`src/rtl/frame_loader_pkg.sv`:
```
// ---------------------------------------------------------------------------
// frame_loader_pkg
// Shared types and constants for the configuration frame column loader.
//   state_t   : sequencer states
//   SYNC_BYTE : required value of header bits [31:24]
//   ERR_*     : err_code encodings
// Optional feature macro used by the loader: FRAME_CHECKSUM_EN.
// ---------------------------------------------------------------------------
package frame_loader_pkg;

   typedef enum logic [2:0] {
      IDLE,
      LOAD,
      CHECK,
      STROBE,
      HOLD
   } state_t;

   localparam logic [7:0] SYNC_BYTE = 8'hFA;

   localparam logic [1:0] ERR_NONE  = 2'd0;
   localparam logic [1:0] ERR_SYNC  = 2'd1;
   localparam logic [1:0] ERR_RANGE = 2'd2;
   localparam logic [1:0] ERR_CSUM  = 2'd3;

endpackage

```
`src/rtl/frame_strobe_gen.sv`:
```
// ---------------------------------------------------------------------------
// frame_strobe_gen
// Decodes a frame index into a one-hot strobe and holds it high for
// StrobeCycles cycles after a start pulse.
//   i_clk    : clock (rising edge)
//   i_rst    : synchronous active-high reset
//   i_start  : one-cycle start pulse; strobe rises on this edge
//   i_index  : frame index to decode (assumed < MaxFramesPerCol)
//   o_strobe : registered one-hot frame strobe
//   o_done   : high in the last strobe cycle
// ---------------------------------------------------------------------------
module frame_strobe_gen #(
   parameter int MaxFramesPerCol = 20,
   parameter int StrobeCycles    = 2
) (
   input  logic                       i_clk,
   input  logic                       i_rst,
   input  logic                       i_start,
   input  logic [7:0]                 i_index,
   output logic [MaxFramesPerCol-1:0] o_strobe,
   output logic                       o_done
);

   localparam int CNT_W = $clog2(StrobeCycles + 1);

   logic [CNT_W-1:0]           r_cnt;
   logic [MaxFramesPerCol-1:0] r_strobe;

   // r_cnt holds the number of strobe cycles still to run, including the
   // current one; the strobe is cleared on the edge that retires the last.
   always_ff @(posedge i_clk) begin
      if (i_rst) begin
         r_cnt    <= '0;
         r_strobe <= '0;
      end else if (i_start) begin
         r_cnt <= CNT_W'(StrobeCycles);
         for (int unsigned i = 0; i < MaxFramesPerCol; i++) begin
            r_strobe[i] <= (32'(i_index) == i);
         end
      end else if (r_cnt != '0) begin
         r_cnt <= r_cnt - 1'b1;
         if (r_cnt == CNT_W'(1)) begin
            r_strobe <= '0;
         end
      end
   end

   assign o_strobe = r_strobe;
   assign o_done   = (r_cnt == CNT_W'(1));

endmodule

```
`src/rtl/frame_column_loader.sv`:
```
// ---------------------------------------------------------------------------
// frame_column_loader
// Configuration frame sequencer for one fabric column. Accepts a header,
// NumRows data words (and optionally a checksum word), writes them into
// FrameData in place, then pulses the one-hot FrameStrobe bit of the
// addressed frame.
//   UserCLK     : clock (rising edge)
//   Reset       : synchronous active-high reset
//   s_valid     : stream word valid
//   s_ready     : block accepts the word (transfer on s_valid & s_ready)
//   s_data      : header / data / checksum word
//   err_clr     : clears err and err_code (a new error in the same cycle wins)
//   FrameData   : row r at [r*FrameBitsPerRow +: FrameBitsPerRow]
//   FrameStrobe : one-hot frame write strobe
//   busy        : high whenever not in IDLE
//   err         : sticky error flag
//   err_code    : 1 bad sync, 2 index out of range, 3 checksum mismatch
//   frames_done : count of frames strobed (wraps)
// Macro FRAME_CHECKSUM_EN adds a CHECK state expecting the XOR of the rows.
// ---------------------------------------------------------------------------
module frame_column_loader
   import frame_loader_pkg::*;
#(
   parameter int MaxFramesPerCol = 20,
   parameter int FrameBitsPerRow = 32,
   parameter int NumRows         = 16,
   parameter int StrobeCycles    = 2
) (
   input  logic                                 UserCLK,
   input  logic                                 Reset,
   input  logic                                 s_valid,
   output logic                                 s_ready,
   input  logic [FrameBitsPerRow-1:0]           s_data,
   input  logic                                 err_clr,
   output logic [NumRows*FrameBitsPerRow-1:0]   FrameData,
   output logic [MaxFramesPerCol-1:0]           FrameStrobe,
   output logic                                 busy,
   output logic                                 err,
   output logic [1:0]                           err_code,
   output logic [15:0]                          frames_done
);

   localparam int ROW_W = (NumRows > 1) ? $clog2(NumRows) : 1;

   state_t                             r_state;
   logic                               r_s_ready;
   logic                               r_busy;
   logic [ROW_W-1:0]                   r_row_cnt;
   logic [7:0]                         r_index;
   logic [NumRows*FrameBitsPerRow-1:0] r_frame_data;
   logic                               r_err;
   logic [1:0]                         r_err_code;
   logic [15:0]                        r_frames_done;
`ifdef FRAME_CHECKSUM_EN
   logic [FrameBitsPerRow-1:0]         r_csum;
   logic                               w_csum_ok;
`endif

   logic       w_acc;
   logic       w_last_row;
   logic       w_bad_sync;
   logic       w_bad_idx;
   logic       w_err_set;
   logic [1:0] w_err_code;
   logic       w_start;
   logic       w_strobe_done;

   assign w_acc      = s_valid & r_s_ready;
   assign w_last_row = (r_row_cnt == ROW_W'(NumRows - 1));
   assign w_bad_sync = (s_data[31:24] != SYNC_BYTE);
   // Full 8-bit index compared, so 20..255 are all rejected.
   assign w_bad_idx  = (32'(s_data[7:0]) >= 32'(MaxFramesPerCol));

`ifdef FRAME_CHECKSUM_EN
   assign w_csum_ok = (s_data == r_csum);
   assign w_start   = (r_state == CHECK) && w_acc && w_csum_ok;
`else
   assign w_start   = (r_state == LOAD) && w_acc && w_last_row;
`endif

   always_comb begin
      w_err_set  = 1'b0;
      w_err_code = ERR_NONE;
      if ((r_state == IDLE) && w_acc) begin
         if (w_bad_sync) begin
            w_err_set  = 1'b1;
            w_err_code = ERR_SYNC;
         end else if (w_bad_idx) begin
            w_err_set  = 1'b1;
            w_err_code = ERR_RANGE;
         end
      end
`ifdef FRAME_CHECKSUM_EN
      if ((r_state == CHECK) && w_acc && !w_csum_ok) begin
         w_err_set  = 1'b1;
         w_err_code = ERR_CSUM;
      end
`endif
   end

   always_ff @(posedge UserCLK) begin
      if (Reset) begin
         r_state       <= IDLE;
         r_s_ready     <= 1'b1;
         r_busy        <= 1'b0;
         r_row_cnt     <= '0;
         r_index       <= '0;
         r_frame_data  <= '0;
         r_err         <= 1'b0;
         r_err_code    <= ERR_NONE;
         r_frames_done <= '0;
`ifdef FRAME_CHECKSUM_EN
         r_csum        <= '0;
`endif
      end else begin
         case (r_state)
            IDLE: begin
               if (w_acc && !w_err_set) begin
                  r_index   <= s_data[7:0];
                  r_row_cnt <= '0;
                  r_state   <= LOAD;
                  r_busy    <= 1'b1;
`ifdef FRAME_CHECKSUM_EN
                  r_csum    <= '0;
`endif
               end
            end
            LOAD: begin
               if (w_acc) begin
                  r_frame_data[r_row_cnt*FrameBitsPerRow +: FrameBitsPerRow] <= s_data;
                  r_row_cnt <= r_row_cnt + 1'b1;
`ifdef FRAME_CHECKSUM_EN
                  r_csum    <= r_csum ^ s_data;
                  if (w_last_row) begin
                     r_state <= CHECK;
                  end
`else
                  if (w_last_row) begin
                     r_state   <= STROBE;
                     r_s_ready <= 1'b0;
                  end
`endif
               end
            end
`ifdef FRAME_CHECKSUM_EN
            CHECK: begin
               if (w_acc) begin
                  if (w_csum_ok) begin
                     r_state   <= STROBE;
                     r_s_ready <= 1'b0;
                  end else begin
                     r_state <= IDLE;
                     r_busy  <= 1'b0;
                  end
               end
            end
`endif
            STROBE: begin
               if (w_strobe_done) begin
                  r_state       <= HOLD;
                  r_frames_done <= r_frames_done + 16'd1;
               end
            end
            HOLD: begin
               r_state   <= IDLE;
               r_s_ready <= 1'b1;
               r_busy    <= 1'b0;
            end
            default: begin
               r_state   <= IDLE;
               r_s_ready <= 1'b1;
               r_busy    <= 1'b0;
            end
         endcase

         // A new error takes priority over a simultaneous clear.
         if (w_err_set) begin
            r_err      <= 1'b1;
            r_err_code <= w_err_code;
         end else if (err_clr) begin
            r_err      <= 1'b0;
            r_err_code <= ERR_NONE;
         end
      end
   end

   frame_strobe_gen #(
      .MaxFramesPerCol (MaxFramesPerCol),
      .StrobeCycles    (StrobeCycles)
   ) u_strobe (
      .i_clk    (UserCLK),
      .i_rst    (Reset),
      .i_start  (w_start),
      .i_index  (r_index),
      .o_strobe (FrameStrobe),
      .o_done   (w_strobe_done)
   );

   assign s_ready     = r_s_ready;
   assign busy        = r_busy;
   assign FrameData   = r_frame_data;
   assign err         = r_err;
   assign err_code    = r_err_code;
   assign frames_done = r_frames_done;

endmodule
```
`config.mk`:
```
export PLATFORM = sky130hd
export DESIGN_NAME = frame_column_loader
export DESIGN_NICKNAME = d
export VERILOG_FILES = /design/src/rtl/frame_loader_pkg.sv /design/src/rtl/frame_strobe_gen.sv /design/src/rtl/frame_column_loader.sv
export SDC_FILE = /design/constraint.sdc
export NUM_CORES = 1
export LEC_CHECK = 0
export ABC_AREA = 1
export BUFFER_PORTS_ARGS = -buffer_cell sky130_fd_sc_hd__buf_2
export CORE_ASPECT_RATIO = 0.9
export CORE_UTILIZATION = 50
export DETAILED_ROUTE_END_ITERATION = 16
export GPL_TIMING_DRIVEN = 0
export PLACE_DENSITY_LB_ADDON = 0.2
export SKIP_CTS_REPAIR_TIMING = 1
export SLEW_MARGIN = 20
export SYNTH_ARGS = -nofsm -noshare
export SYNTH_HDL_FRONTEND = slang
export SYNTH_SLANG_ARGS = --single-unit
```
`constraint.sdc`:
```
create_clock -name UserCLK -period 6.9 [get_ports UserCLK]
set_input_delay 1.035 -clock UserCLK [delete_from_list [all_inputs] [get_ports UserCLK]]
set_output_delay 1.035 -clock UserCLK [all_outputs]
set_load 0.01 [all_outputs]
```
==> results.yml, run 1 <==
power:
  clockPowerShare: 0.434
  power_density_mw_per_mm2: 244
  p_sw_w: 0.00221
  switching_share: 0.291
  pwr-share-comb: 0.131
  p_leak_nw: 14.3
  p_int_w: 0.00539
  pwr-share-seq: 0.436
  irDropWorstVdd_v: 0.000224
place:
  port_buffers: 587
  dpl_cell_area_mm2: 0.0291
  dp_slack_ns: 3.53
  place.detailed.hpwl_mm: 84.1
  globalplace.congestion: 1.02
routing:
  drtIter0Drc: 3394
  via_per_inst: 5.47
  wl_per_cell_um: 20.8
  drc_errors: 0
  dr.pass1.iters: 8
  ant_nets: 0
  routed-via-count: 28700
  wirelength_mm: 109
worst_setup_path:
  path_max_fanout: 10
  path_class: "flop to flop"
  start_kind: "flop"
  r2r_setup_slack_ns: 3.46
  critPathRequiredTime_ns: 7.47
  cp-end-kind: "flop"
  arrival_ns: 4.01
timing:
  finClkSkew_ns: 0.0251
  finalHoldViolations: 0
  slew_headroom: 0.155
  min_period_over_period: 0.498
  finalSetupViolCount: 0
  tightest_slew_ns: 1.26
  layout_min_cycle_time_ns: 3.44
  finalMaxSlewViolations: 0
  layout_setup_ws_ns: 3.46
  rsz0062_at_grt: "false"
  fin_setup_tns_ns: 0
  fmax_ghz: 0.291
clock_tree:
  cts_tree: "yes"
  clockRootBuffer: "clkbuf_16"
  numCtsBuffers: 58
  clk_path_buf_depth: 3
  clock_sinks: 570
  clk_latency_ns: 0.65
  htree_levels: 2
  clk_pin_slew_ns: 0.06
final_layout:
  seq_area_mm2: 0.0114
  multi_input_area_mm2: 0.0122
  final_area_mm2: 0.0311
  nets: 4574
  drive_gt1_frac: 0.197
  nFillCells: 4906
  syn_to_final_growth_pct: 22.8
floorplanning:
  die_x_um: 239
  fp-row-count: 77
  io_pins: 589
  start_util: 0.511
  design.die.area_mm2: 0.0516
  fp.dieH_um: 216
  core_area_mm2: 0.0496
global_routing:
  groute.usage.overall: 0.409
  grt-ovfl-total: 0
  grt_first_pass_wirelength_mm: 157
  antenna_found_initial: 5
  grt_pass1_vias: 25500
  grt_max_degree: 16
yosys:
  synthFlopType: "dfxtp_1"
  synth_top_family_by_area: "simple AND/OR/NAND/NOR gates"
  yosysUniqueCellTypes: 33
  synth-seq-area-share: 0.450
  synth_edf_count: 0
  yosys_warnings: 0
  synth_xor_area_frac: 0.00104
  synth_mux_area_frac: 0
  syn_inst: 3887
  yosys.area_share.adder: 0.00197
  synth-compound-area-share: 0.0491
  syn_nets: 3927
  yosys_register_bits: 570
  synthSimpleGateAreaFrac: 0.430
  ys_async_sr_fraction: 0
  avgSynthCellArea_um2: 6.52
  synth_area_mm2: 0.0254
worst_hold_path:
  min_path_type: "flop to flop"
run_status:
  status: "completed"
run:
  drv_cap: 0
## stage by stage
step | instances | hold slack [ns] | total power [W] | util
2_1_floorplan | 3887 | 0.400 | 0.00397 | -
3_3_place_gp | 5145 | 0.407 | 0.00431 | 0.587
3_5_place_dp | 5145 | 0.415 | 0.00432 | 0.587
4_1_cts | 5252 | 0.423 | 0.00754 | 0.627
5_1_grt | 5252 | 0.445 | 0.00779 | 0.627
6_report | 5255 | 0.429 | 0.00760 | 0.627
## flip-flops by register name, summed over array words and instances, names as in the netlist
name and count:
err_code 2, FrameData 512, r_state 3, r_index 8
u_strobe.r_cnt 2, busy 1, s_ready 1, frames_done 16
u_strobe.o_strobe 20, r_row_cnt 4, err 1
## worst max-delay path: stages, from the launching register on
cell and delay, ns:
dfxtp_1 0.45, inv_2 0.08, buf_2 0.18, buf_2 0.21, ha_1 0.29, buf_4 0.20
inv_2 0.11, buf_2 0.20, buf_2 0.22, nor3_1 0.96, nand3_1 0.17, nand2_1 0.13
nand2_1 0.05, nor2_1 0.10
## area by class of cell
cell class,count,share of cell area
Multi-Input combinational cell,2924,0.393
Timing Repair Buffer,587,0.0944
Sequential cell,570,0.367
Buffer,289,0.0429
Clock buffer,80,0.0528
Tap cell,671,0.0270
Clock inverter,27,0.0106
Inverter,104,0.0125
Antenna cell,3,0.000241
## cell usage in the layout (no fill, tap or decap), types with 21 or more instances in the layout
master,netlist,layout
buf_1,30,30
nand2_1,1018,1018
buf_4,21,21
o21ai_0,135,135
nand3_1,346,346
dfxtp_1,570,570
nor3_1,94,91
nor2_1,1144,1144
clkbuf_1,107,117
a21oi_1,100,100
buf_2,130,717
clkbuf_16,0,58
inv_1,92,92
## worst paths after layout
check                                    to  cells after the start                      startpoint
max reg2reg      FrameData[70]$_SDFFE_PP0P_                     13       r_row_cnt[0]$_SDFFE_PP0P_
max              FrameData[70]$_SDFFE_PP0P_                     13       r_row_cnt[0]$_SDFFE_PP0P_
min          u_strobe.r_cnt[0]$_SDFFE_PP0P_                      1  u_strobe.r_cnt[0]$_SDFFE_PP0P_
min reg2reg  u_strobe.r_cnt[0]$_SDFFE_PP0P_                      1  u_strobe.r_cnt[0]$_SDFFE_PP0P_
## synth_stat cells, drive strengths merged, types with 4 or more instances
cell    instances  share of area
nor2         1165           0.18
nand2        1032           0.15
clkbuf        107          0.016
nand4          16         0.0042
buf           182          0.037
ha              4         0.0020
o21ai         144          0.029
a21oi         100          0.020
inv           104          0.015
nand3         348          0.069
dfxtp         570           0.45
nor3          104          0.023
## power by group through the flow
stage,combinational (W),sequential [W],clock (W)
after floorplan,0.000587,0.00338,0
after global placement,0.000932,0.00338,0
after detailed placement,0.000938,0.00338,0
after CTS,0.000943,0.00331,0.00329
after global routing,0.00104,0.00331,0.00344
final,0.000994,0.00331,0.00329
## logic make-up (layout without fill, tap and decap cells)
kind of cell | after synthesis | after routing
other | 0 | 3
buffers and inverters | 393 | 1087
flip-flops | 570 | 570
XOR/XNOR | 3 | 3
AND/OR/NAND/NOR | 2670 | 2670
AO/OA/AOI/OAI | 247 | 247
adder cells (fa/ha/maj) | 4 | 4
## routing by layer
metal | vias up | part of all wire | GRT usage
li1 | 13500 | - | -
met1 | 13100 | 0.39 | 0.524
met2 | 1776 | 0.42 | 0.619
met3 | 364 | 0.12 | 0.127
met4 | 8 | 0.058 | 0.208
met5 | - | 0.00052 | 0
(Power assumes the default switching activity.)
==> run 2: changes to the inputs <==
--- a/config.mk
+++ b/config.mk
@@ -5,11 +5,11 @@
 export SDC_FILE = /design/constraint.sdc
 export NUM_CORES = 1
 export LEC_CHECK = 0
-export ABC_AREA = 1
+export ABC_AREA = 0
 export BUFFER_PORTS_ARGS = -buffer_cell sky130_fd_sc_hd__buf_2
-export CORE_ASPECT_RATIO = 0.9
-export CORE_UTILIZATION = 50
+export CORE_AREA = 2 2 231 233
 export DETAILED_ROUTE_END_ITERATION = 16
+export DIE_AREA = 0 0 233 235
 export GPL_TIMING_DRIVEN = 0
 export PLACE_DENSITY_LB_ADDON = 0.2
 export SKIP_CTS_REPAIR_TIMING = 1
==> constraint.sdc (replaced) <==
create_clock -name UserCLK -period 2.9 [get_ports UserCLK]
set_input_delay 0.435 -clock UserCLK [delete_from_list [all_inputs] [get_ports UserCLK]]
set_output_delay 0.435 -clock UserCLK [all_outputs]
set_load 0.01 [all_outputs]
==> run 2 against run 1 <==
Against the previous run: register-to-register slack got worse by 3.4 ns; die area increased by 6.1%; clock skew is 0.0021 ns lower; final cell count decreased by 22%; combinational power is 11% higher; global-route usage fell by 6.4 points; power grew 120%; design area is 4.3% lower; critical path type unchanged; largest power group unchanged; highest routed layer is now met4.
==> results.yml, run 2 <==
worst_setup_path:
  path_max_fanout: 10
  cp-end-kind: "flop"
  r2r_cells: 9
  critPathRequiredTime_ns: 3.39
  start_kind: "flop"
  arrival_ns: 3.35
  path_class: "flop to flop"
floorplanning:
  fp.dieH_um: 235
  start_util: 0.449
  design.die.area_mm2: 0.0548
  fp-row-count: 84
  io_pins: 589
  core_area_mm2: 0.0522
  die_x_um: 233
timing:
  tightest_slew_ns: 1.31
  finalHoldViolations: 0
  fmax_ghz: 0.349
  rsz0062_at_grt: "true"
  finalMaxSlewViolations: 0
  hold-worst-slack_ns: 0.181
  finalSetupViolCount: 0
  slew_headroom: 0.119
  min_period_over_period: 0.987
  layout_min_cycle_time_ns: 2.86
  layout_setup_ws_ns: 0.0374
  finClkSkew_ns: 0.0230
place:
  place.detailed.hpwl_mm: 72.9
  port_buffers: 582
  dpl_cell_area_mm2: 0.0273
  dp_slack_ns: -0.865
  globalplace.congestion: 0.916
final_layout:
  syn_to_final_growth_pct: 27.1
  drive_gt1_frac: 0.246
  nets: 3408
  final_area_mm2: 0.0298
  largest_register_ffs: 512
  final_common_cell: "buf_2"
  mostFrequentLayoutCells: "595 x buf_2, 569 x dfxtp_1, 358 x o21ai_0"
yosys:
  ys_async_sr_fraction: 0
  synth_top_area_frac: 0.487
  yosys.area.top_type: "dfxtp_1"
  yosys_register_bits: 570
  synth-seq-area-share: 0.487
  syn_nets: 2742
  synth_area_mm2: 0.0234
  synthTopCellsByArea: "dfxtp_1 49%, nand2b_1 9.4%, o21ai_0 7.7%"
  yosysUniqueCellTypes: 57
  synth_edf_count: 0
  avgSynthCellArea_um2: 8.68
  yosysMostFrequentCell: "dfxtp_1"
  synthFlopType: "dfxtp_1"
  syn_inst: 2702
  yosys_warnings: 0
  synth_common_cells: "570 x dfxtp_1, 359 x o21ai_0, 354 x nand2b_1"
global_routing:
  grt-ovfl-total: 0
  groute.usage.overall: 0.346
  antenna_found_initial: 1
  grt_first_pass_wirelength_mm: 143
  grt_pass1_vias: 22000
  grt_max_degree: 15
routing:
  wl_per_cell_um: 24.2
  drc_errors: 0
  ant_nets: 0
  dr.pass1.iters: 6
  wirelength_mm: 99.5
  via_per_inst: 5.84
  routed-via-count: 23900
  drtIter0Drc: 2551
clock_tree:
  clk_path_buf_depth: 3
  clk_pin_slew_ns: 0.06
  clockRootBuffer: "clkbuf_16"
  numCtsBuffers: 58
  htree_levels: 2
  cts_tree: "yes"
  clk_latency_ns: 0.63
  clock_sinks: 570
run:
  drv_cap: 0
worst_hold_path:
  whs_path_depth: 4
  min_path_type: "primary input to flop"
power:
  power_density_mw_per_mm2: 558
  irDropWorstVdd_v: 0.000482
  total_power_w: 0.0166
  p_leak_nw: 12.1
run_status:
  status: "completed"
## run 2: cell count changes in the layout (fill, tap and decap cells not counted), sizes merged, moves of 89 or more
cell    delta
nor2    -1131
nand2    -911
clkbuf   +158
mux2i    +112
nand4    +171
nand3     -89
nand2b   +354
buf      -129
o21ai    +239
inv      -101
## run 2: critical path, stage by stage, from the launching register on
cell and delay, ns:
dfxtp_4 0.44, clkbuf_2 0.22, nor3_1 0.07, ha_2 0.41, inv_1 0.16, clkbuf_4 0.27
or3_4 0.50, clkbuf_1 0.27, o21ai_0 0.28, o31ai_1 0.11
## run 2: kinds of logic after synthesis
| group | share of synthesized area |
|---|---|
| adder cells (fa/ha/maj) | 0.00213 |
| multiplexers | 0.0493 |
| XOR/XNOR | 0.00411 |
| buffers and inverters | 0.0498 |
| flip-flops | 0.487 |
| AND/OR/NAND/NOR | 0.279 |
| AO/OA/AOI/OAI | 0.129 |
## run 2: worst paths after layout
check / from / end / slack, ns
setup / recovery: r_row_cnt[2]$_SDFFE_PP0P_ / FrameData[239]$_SDFFE_PP0P_ / 0.04
hold / removal: err_clr / err_code[0]$_SDFFE_PP0P_ / 0.18
setup reg to reg: r_row_cnt[2]$_SDFFE_PP0P_ / FrameData[239]$_SDFFE_PP0P_ / 0.04
hold reg to reg: u_strobe.o_strobe[9]$_SDFFE_PP0P_ / u_strobe.o_strobe[9]$_SDFFE_PP0P_ / 0.45
## run 2: metal layers
layer	track usage	wire length (um)
met1	0.449	39800
met2	0.534	44600
met5	0	0
met3	0.0850	9650
met4	0.173	5480
## run 2: power breakdown
group / internal (W) / leakage (nW) / switching (W)
registers: 0.00785 / 4.59 / 0.0000173
logic: 0.000267 / 6.57 / 0.000837
clock network: 0.00444 / 0.945 / 0.00319
total: 0.0126 / 12.1 / 0.00405
## run 2: final cells by class
type,count,area (um^2)
fillers,4778,22400
clock buffers,89,1730
multi-input cells,1835,11100
inverters,7,26.3
clock inverters,16,183
flip-flops and latches,570,11400
plain buffers,282,1250
repair buffers,614,3180
diodes,2,5.00
well taps,688,861
## run 2: stage by stage
step / setup TNS (ns) / util / std cells
2_1_floorplan: 0 / - / 2702
3_3_place_gp: -290.68 / 0.521 / 3972
3_5_place_dp: -245.45 / 0.522 / 3974
4_1_cts: -253.11 / 0.558 / 4079
5_1_grt: -0.290 / 0.570 / 4101
6_report: 0 / 0.570 / 4103
